--- config.mk ---
export PLATFORM = sky130hd
export DESIGN_NAME = rep3_serial_encoder
export DESIGN_NICKNAME = d
export VERILOG_FILES = /design/src/rtl/rep_code_pkg.sv /design/src/rtl/rep_bit_counter.sv /design/src/rtl/rep3_serial_encoder.sv
export SDC_FILE = /design/constraint.sdc
export NUM_CORES = 1
export LEC_CHECK = 0
export CAP_MARGIN = 20
export CORE_MARGIN = 5
export CORE_UTILIZATION = 53
export DETAILED_ROUTE_END_ITERATION = 12
export GPL_TIMING_DRIVEN = 0
export PLACE_DENSITY = 0.87
export SLEW_MARGIN = 20
export SYNTH_ARGS = -nofsm -noshare
export SYNTH_HDL_FRONTEND = slang
export SYNTH_HIERARCHICAL = 1
export SYNTH_SLANG_ARGS = --single-unit
export TNS_END_PERCENT = 20
--- constraint.sdc ---
create_clock -name clk -period 4.3 [get_ports clk]
set_clock_uncertainty 0.2 [all_clocks]
set_input_delay 0.645 -clock clk [delete_from_list [all_inputs] [get_ports clk]]
set_output_delay 0.645 -clock clk [all_outputs]
set_load 0.05 [all_outputs]
--- src/rtl/rep_code_pkg.sv ---
// Shared definitions for the repetition-code encoder and its receiver.
// Holds the FSM encoding and the counter-width helper.
package rep_code_pkg;

  localparam int REP_DEFAULT = 3;

  typedef enum logic {
    IDLE,
    SEND
  } state_e;

  // $clog2 returns 0 for n<=1; counters always need at least one bit
  function automatic int cnt_w(input int n);
    return (n > 2) ? $clog2(n) : 1;
  endfunction

endpackage

--- src/rtl/rep_bit_counter.sv ---
// Two-level counter: symbol repeats within a bit, then bits within a frame.
// Flags the last repeat of a bit and the last symbol of the frame.
module rep_bit_counter
  import rep_code_pkg::*;
#(
  parameter int DATA_W = 8,
  parameter int REP    = REP_DEFAULT
) (
  input  logic clk,
  input  logic rst,
  input  logic clr,
  input  logic en,
  output logic sym_last,
  output logic frame_last
);

  localparam int RW = cnt_w(REP);
  localparam int BW = cnt_w(DATA_W);
  localparam logic [RW-1:0] REP_MAX = RW'(REP - 1);
  localparam logic [BW-1:0] BIT_MAX = BW'(DATA_W - 1);

  logic [RW-1:0] rep_cnt_q, rep_cnt_d;
  logic [BW-1:0] bit_cnt_q, bit_cnt_d;

  always_comb begin
    sym_last   = (rep_cnt_q == REP_MAX);
    frame_last = sym_last && (bit_cnt_q == BIT_MAX);
    rep_cnt_d  = rep_cnt_q;
    bit_cnt_d  = bit_cnt_q;
    if (clr) begin
      rep_cnt_d = '0;
      bit_cnt_d = '0;
    end else if (en) begin
      if (sym_last) begin
        rep_cnt_d = '0;
        bit_cnt_d = frame_last ? '0 : bit_cnt_q + BW'(1);
      end else begin
        rep_cnt_d = rep_cnt_q + RW'(1);
      end
    end
  end

  always_ff @(posedge clk) begin
    if (rst) begin
      rep_cnt_q <= '0;
      bit_cnt_q <= '0;
    end else begin
      rep_cnt_q <= rep_cnt_d;
      bit_cnt_q <= bit_cnt_d;
    end
  end

endmodule

--- src/rtl/rep3_serial_encoder.sv ---
// Repetition-code serializer: each word goes out LSB-first,
// every bit held on tx_bit for REP cycles.
module rep3_serial_encoder
  import rep_code_pkg::*;
#(
  parameter int DATA_W = 8,
  parameter int REP    = REP_DEFAULT
) (
  input  logic              clk,
  input  logic              rst,
  input  logic [DATA_W-1:0] in_data,
  input  logic              in_valid,
  output logic              in_ready,
  output logic              tx_bit,
  output logic              tx_frame,
  output logic              done
);

  state_e            state_q, state_d;
  logic [DATA_W-1:0] shreg_q, shreg_d;
  logic              tx_bit_q, tx_bit_d;
  logic              tx_frame_q, tx_frame_d;
  logic              in_ready_q, in_ready_d;
  logic              done_q, done_d;

  logic hs;
  logic sym_last;
  logic frame_last;

  assign hs = in_valid && (state_q == IDLE);

  rep_bit_counter #(
    .DATA_W (DATA_W),
    .REP    (REP)
  ) u_cnt (
    .clk        (clk),
    .rst        (rst),
    .clr        (hs),
    .en         (state_q == SEND),
    .sym_last   (sym_last),
    .frame_last (frame_last)
  );

  always_comb begin
    state_d    = state_q;
    shreg_d    = shreg_q;
    tx_bit_d   = 1'b0;
    tx_frame_d = 1'b0;
    in_ready_d = 1'b0;
    done_d     = 1'b0;
    unique case (1'b1)
      (state_q == IDLE): begin
        if (hs) begin
          state_d    = SEND;
          shreg_d    = in_data;
          tx_bit_d   = in_data[0];
          tx_frame_d = 1'b1;
        end else begin
          in_ready_d = 1'b1;
        end
      end
      (state_q == SEND): begin
        if (frame_last) begin
          state_d    = IDLE;
          shreg_d    = '0;
          in_ready_d = 1'b1;
          done_d     = 1'b1;
        end else begin
          // Registered output shows the symbol for the coming cycle
          if (sym_last) shreg_d = shreg_q >> 1;
          tx_bit_d   = shreg_d[0];
          tx_frame_d = 1'b1;
        end
      end
      default: begin
        state_d    = IDLE;
        in_ready_d = 1'b1;
      end
    endcase
  end

  always_ff @(posedge clk) begin
    if (rst) begin
      state_q    <= IDLE;
      shreg_q    <= '0;
      tx_bit_q   <= 1'b0;
      tx_frame_q <= 1'b0;
      in_ready_q <= 1'b1;
      done_q     <= 1'b0;
    end else begin
      state_q    <= state_d;
      shreg_q    <= shreg_d;
      tx_bit_q   <= tx_bit_d;
      tx_frame_q <= tx_frame_d;
      in_ready_q <= in_ready_d;
      done_q     <= done_d;
    end
  end

  assign in_ready = in_ready_q;
  assign tx_bit   = tx_bit_q;
  assign tx_frame = tx_frame_q;
  assign done     = done_q;

endmodule

==> results of run 1 <==
-- power groups by stage --
stage	clock network, mW	logic [mW]	registers, mW
floorplan	0	0.0291	0.183
global placement	0	0.0546	0.177
detailed placement	0	0.0564	0.177
CTS	0.0890	0.0565	0.173
global route	0.0968	0.0614	0.175
finish	0.0854	0.0565	0.173
-- per-stage QoR --
stage                     worst slack [ps]  utilization, %  instances
after detailed placement              1961           66.28        121
after global routing                  1770           68.11        125
after global placement                2000           66.28        121
after floorplan                       2503               -         91
final                                 1854           68.11        125
after CTS                             1841           68.11        125
-- how the worst max path moves through the flow --
stage / startpoint / endpoint / slack (ps)
final: tx_frame / tx_frame / 1850
after global routing: tx_frame / tx_frame / 1770
after CTS: tx_frame / tx_frame / 1840
after detailed placement: in_valid / u_cnt/bit_cnt_q[2] / 1960
after global placement: in_valid / u_cnt/bit_cnt_q[2] / 2000
after floorplan: tx_frame / u_cnt/bit_cnt_q[1] / 2500
-- registers in the layout (all words and copies together) (netlist names) --
signal	cells
u_cnt/bit_cnt_q	3
tx_bit	1
in_ready	1
u_cnt/rep_cnt_q	2
tx_frame	1
shreg_q	8
done	1
-- layer usage --
| layer | vias up | wire, µm | part of all wire, % |
|---|---|---|---|
| met2 | 12 | 783 | 48 |
| met3 | 4 | 79 | 4.8 |
| met5 | - | 0 | 0 |
| li1 | 358 | - | - |
| met4 | 0 | 17 | 1.0 |
| met1 | 337 | 754 | 46 |
-- cell families after synthesis --
| kind of cell | after synthesis | share of synthesized area [%] |
|---|---|---|
| compound gates | 25 | 20.90 |
| fa+ha+maj | 2 | 2.985 |
| buf+inv | 12 | 6.119 |
| simple gates | 31 | 24.18 |
| flops | 17 | 40.60 |
| mux | 4 | 5.224 |
-- cell usage after synthesis (all sizes together) --
cell and number:
a211oi 2, a21o 1, a21oi 7, a2bb2oi 1, and2 1, and3b 1
buf 3, clkbuf 1, dfxtp 17, ha 2, inv 8, mux2 3
mux2i 1, nand2 2, nand2b 3, nand3b 1, nor2 4, nor2b 8
nor3 2, nor3b 4, nor4 1, nor4b 2, o211a 6, o21ai 7
o22a 1, or2b 1, or3b 1
-- final cells by class --
cell class,instances,area (µm²),share of cell area (%)
multi-input cells,62,446.7,43.54
flip-flops and latches,17,340.3,33.17
repair buffers,14,140.1,13.66
inverters,8,30.03,2.927
clock buffers,3,22.52,2.195
plain buffers,4,21.27,2.073
well taps,16,20.02,1.951
clock inverters,1,5.005,0.4878
==> run_results.csv, run 1 <==
group,metric,value,unit
cts,cts_resized,0,
critical_path,crit_fanout,10,
sta,fmax,408.8,MHz
sta,holdWs,284.3,ps
critical_path,critical_path_class,"register to output pin",
yosys,synthDistinctLibCells,32,
sta,slew_viol_final,0,
outcome,status,"finished clean",
yosys,synth_area_leaders,"dfxtp_1, o211a_1, nor2b_1",
cts,cts_hold_buf,0,
yosys,synth_fp_nets,104,
global_route,grt_use_total,14.70,%
global_route,grt_overflow,0,
global_route,grt_use_met3,3.916,%
sta,post-route-period-util,56.89,%
finish,num_antenna_cells,0,
sta,hold_violations,0,
yosys,syn_area,838.3,µm²
routing,drt_wl_total,1635,µm
finish,area_growth,22.39,%
global_route,grt_max_degree,11,
global_route,grt_pass1_vias,681,
floorplanning,die_w,49.77,µm
critical_path,crit_chain,"clkdlybuf4s50_1",
power_and_ir_drop,pwr-share-clk,27.1,%
cts,clkSinkCount,17,
yosys,ys_warn_count,6,
floorplanning,start_util,55.65,%
routing,viasPerCell,5.688,
critical_path,arrival,1600,ps
routing,wire_per_inst,13.08,µm
critical_path,critPathTopFamily,"buffers and inverters",
cts,cts_root_buffer,"clkbuf_4",
hold_path,min_from,"shreg_q[7]",
power_and_ir_drop,ir_worst_vdd,210.1,µV
run,maxCapViolCount,0,
cts,cts.clk_slew.worst_paths,100,ps
power_and_ir_drop,power_switching,0.08650,mW
yosys,yosys.area.top_type,"dfxtp_1",
global_route,grt_pass1_wl,2863,µm
power_and_ir_drop,power.internal,0.2288,mW
finish,layout_common_cells,"dfxtp_1, clkdlybuf4s50_1, nor2b_1",
routing,ant_nets,0,
critical_path,critPathLaunchType,"register",
routing,drc,0,
power_and_ir_drop,seqPwrFrac,55.0,%
sta,setup_viol,0,
floorplanning,die-area,0.002477,mm²
place,place_hpwl,1233,µm
cts,cts_buffers,3,
critical_path,crit_required,3450,ps
floorplanning,die-height,49.77,µm
routing,vias,711,
critical_path,critPathBufInv,1,
sta,period_needed,2446,ps
yosys,yosysSeqAreaShare,40.60,%
hold_path,holdPathStages,2,
power_and_ir_drop,power_switching_share,27.44,%
critical_path,r2r-start,"u_cnt/rep_cnt_q[1]",
finish,fin_area,0.001026,mm²
critical_path,r2r-end,"shreg_q[3]",
critical_path,worst_path_max_delay_cell,"clkdlybuf4s50_1",
sta,worst_pin_slew,530.8,ps
cts,post_cts_buffers,0,
routing,first_pass_iters,4,
cts,cts.htree.levels,1,
floorplanning,rows,14,
place,gp_congestion,0.7704,
critical_path,rr_worst_depth,5,
global_route,gr-usage-met2,23.09,%
place,postPlaceCellArea,998.5,µm²
global_route,antenna_found_initial,0,
global_route,gr-max-usage-layer,"met2",
global_route,use_met1,17.65,%
cts,insertion_delay,290,ps
critical_path,worst-r2r-setup-slack,2230,ps
floorplanning,core,0.001506,mm²
yosys,ys_seq_elements,17,
critical_path,slowest_delay,850,ps
sta,grt_setup_unrepaired,"false",
hold_path,min_to,"shreg_q[7]",
finish,fillers,129,
finish,nNetsFinal,123,
finish,drive_gt1_share,11.01,%
hold_path,hold_path.class,"register to register",
power_and_ir_drop,p_comb_share,17.9,%
yosys,yosys.area.top_type_share,40.60,%
critical_path,endpoint_kind,"output pin",
sta,slew_headroom,64.54,%
power_and_ir_drop,powerDensity,307.3,mW/mm²
floorplanning,io_pins,15,
critical_path,cp.depth,1,
yosys,syn_avg_cell_area,9.212,µm²
routing,drtIter0Drc,4,
yosys,synthCells,91,
power_and_ir_drop,totalPowerFinal,0.3153,mW
cts,clk_path_buf_depth,2,
place,port_buffers,14,
cts,cts_tree,"yes",
finish,layout_commonest_cell,"dfxtp_1",
power_and_ir_drop,p_leak,0.4786,nW
sta,setup_tns,0,ps
No activity file was read; power rests on OpenSTA's default activity.
==> run 2: changes to the inputs <==
Settings changed: CORE_UTILIZATION 53 to 45, PLACE_DENSITY 0.87 to 0.8.
Clock period 4.3 ns to 2.1 ns, I/O delays scaled along.
==> run_results.csv, run 2 (synthesized netlist as in run 1, its figures left out) <==
group,metric,value,unit
finish,largest_register_ffs,8,
finish,nNetsFinal,123,
place,postPlaceCellArea,0.001010,mm²
cts,cts.htree.levels,1,
hold_path,hold_path.class,"register to register",
floorplanning,rows,15,
power_and_ir_drop,ir_worst_vdd,360.5,µV
critical_path,crit_required,2090,ps
floorplanning,die_w,53.16,µm
finish,layout_commonest_cell,"dfxtp_1",
power_and_ir_drop,powerDensity,615.9,mW/mm²
global_route,grt_max_degree,11,
cts,clkSinkCount,17,
place,gp_congestion,0.7162,
critical_path,critPathLaunchType,"register",
hold_path,min_from,"shreg_q[7]",
critical_path,critical_path_class,"register to register",
global_route,grt_overflow,0,
global_route,grt_use_total,14.34,%
sta,fmax,506.3,MHz
cts,cts_buffers,3,
global_route,grt_pass1_vias,674,
routing,ant_nets,0,
critical_path,endpoint_kind,"register",
sta,post-route-period-util,94.04,%
place,dp_cells,130,
global_route,grt_pass1_wl,2822,µm
floorplanning,die-area,0.002826,mm²
cts,cts_tree,"yes",
power_and_ir_drop,totalPowerFinal,0.6389,mW
cts,post_cts_buffers,0,
cts,insertion_delay,290,ps
finish,finalNonFillerCells,134,
sta,hold_violations,0,
finish,drive_gt1_share,11.01,%
sta,slew_headroom,66.71,%
global_route,antenna_found_initial,0,
cts,cts_root_buffer,"clkbuf_4",
run,maxCapViolCount,0,
routing,drtIter0Drc,4,
finish,fin_area,0.001037,mm²
critical_path,arrival,1960,ps
finish,top_register,"shreg_q",
sta,fin_ws,125.1,ps
critical_path,crit_start,"u_cnt/bit_cnt_q[0]",
finish,num_antenna_cells,0,
sta,period_needed,1975,ps
floorplanning,start_util,48.03,%
critical_path,crit_fanout,9,
sta,holdWs,287.9,ps
finish,area_growth,23.73,%
sta,setup_tns,0,ps
floorplanning,die-height,53.16,µm
floorplanning,core,0.001745,mm²
place,place_hpwl,1153,µm
critical_path,r2r-start,"u_cnt/bit_cnt_q[0]",
finish,largestRegisters,"shreg_q: 8 flops, u_cnt/bit_cnt_q: 3 flops, u_cnt/rep_cnt_q: 2 flops",
routing,drt_wl_total,1665,µm
sta,setup_viol,0,
place,dp_slack,11.54,ps
floorplanning,io_pins,15,
sta,worst_pin_slew,497.7,ps
cts,clk_path_buf_depth,2,
routing,first_pass_iters,4,
place,port_buffers,14,
cts,cts.clk_slew.worst_paths,90,ps
sta,grt_setup_unrepaired,"false",
finish,fin_util,59.43,%
power_and_ir_drop,p_leak,0.4788,nW
outcome,status,"finished clean",
routing,wire_per_inst,12.43,µm
routing,drc,0,
sta,slew_viol_final,0,
routing,viasPerCell,5.276,
finish,layout_common_cells,"dfxtp_1, clkdlybuf4s50_1",
routing,vias,707,
run 2: cell types whose count changed in the layout (fill, tap and decap cells not counted):
cell | previous run | this run
clkdlybuf4s50_1 | 14 | 13
dlygate4sd2_1 | 0 | 1
nor2b_2 | 0 | 1
nor2b_1 | 8 | 7
clkinv_2 | 1 | 0
clkbuf_1 | 1 | 2
run 2: worst paths after layout:
check               endpoint  slack (ps)  cells past startpoint
setup / recovery  shreg_q[1]         130                      6
setup reg to reg  shreg_q[1]         130                      6
hold / removal    shreg_q[7]         290                      2
hold reg to reg   shreg_q[7]         290                      2
run 2: critical path, stage by stage (launching register included):
cell and delay, ps:
dfxtp_1 330, ha_1 200, ha_1 220, and2_1 240
nor3b_1 320, nor2_2 140, o211a_1 220
run 2: layer usage:
| metal | GRT usage [%] | wire length (µm) | up-vias |
|---|---|---|---|
| li1 | - | - | 354 |
| met1 | 17.09 | 822 | 330 |
| met2 | 20.45 | 695 | 16 |
| met3 | 2.817 | 62 | 7 |
| met4 | 14.89 | 84 | 0 |
| met5 | 0 | 0 | - |
run 2: where the power goes:
part,switching [mW],internal (mW),leakage (nW)
logic,0.0606,0.0537,0.324
clock network,0.0955,0.0739,0.0150
registers,0.0124,0.343,0.140
total,0.169,0.470,0.479
run 2: area by class of cell:
cell class | count | area, µm²
well taps | 25 | 31.28
plain buffers | 4 | 21.27
flip-flops and latches | 17 | 340.3
fillers | 163 | 708.2
clock buffers | 4 | 26.28
multi-input cells | 62 | 449.2
repair buffers | 14 | 138.9
inverters | 8 | 30.03
run 2: timing repair:
action,CTS,global route
gates resized for setup,2,0
setup endpoints to repair,7,0
hold buffers,0,0
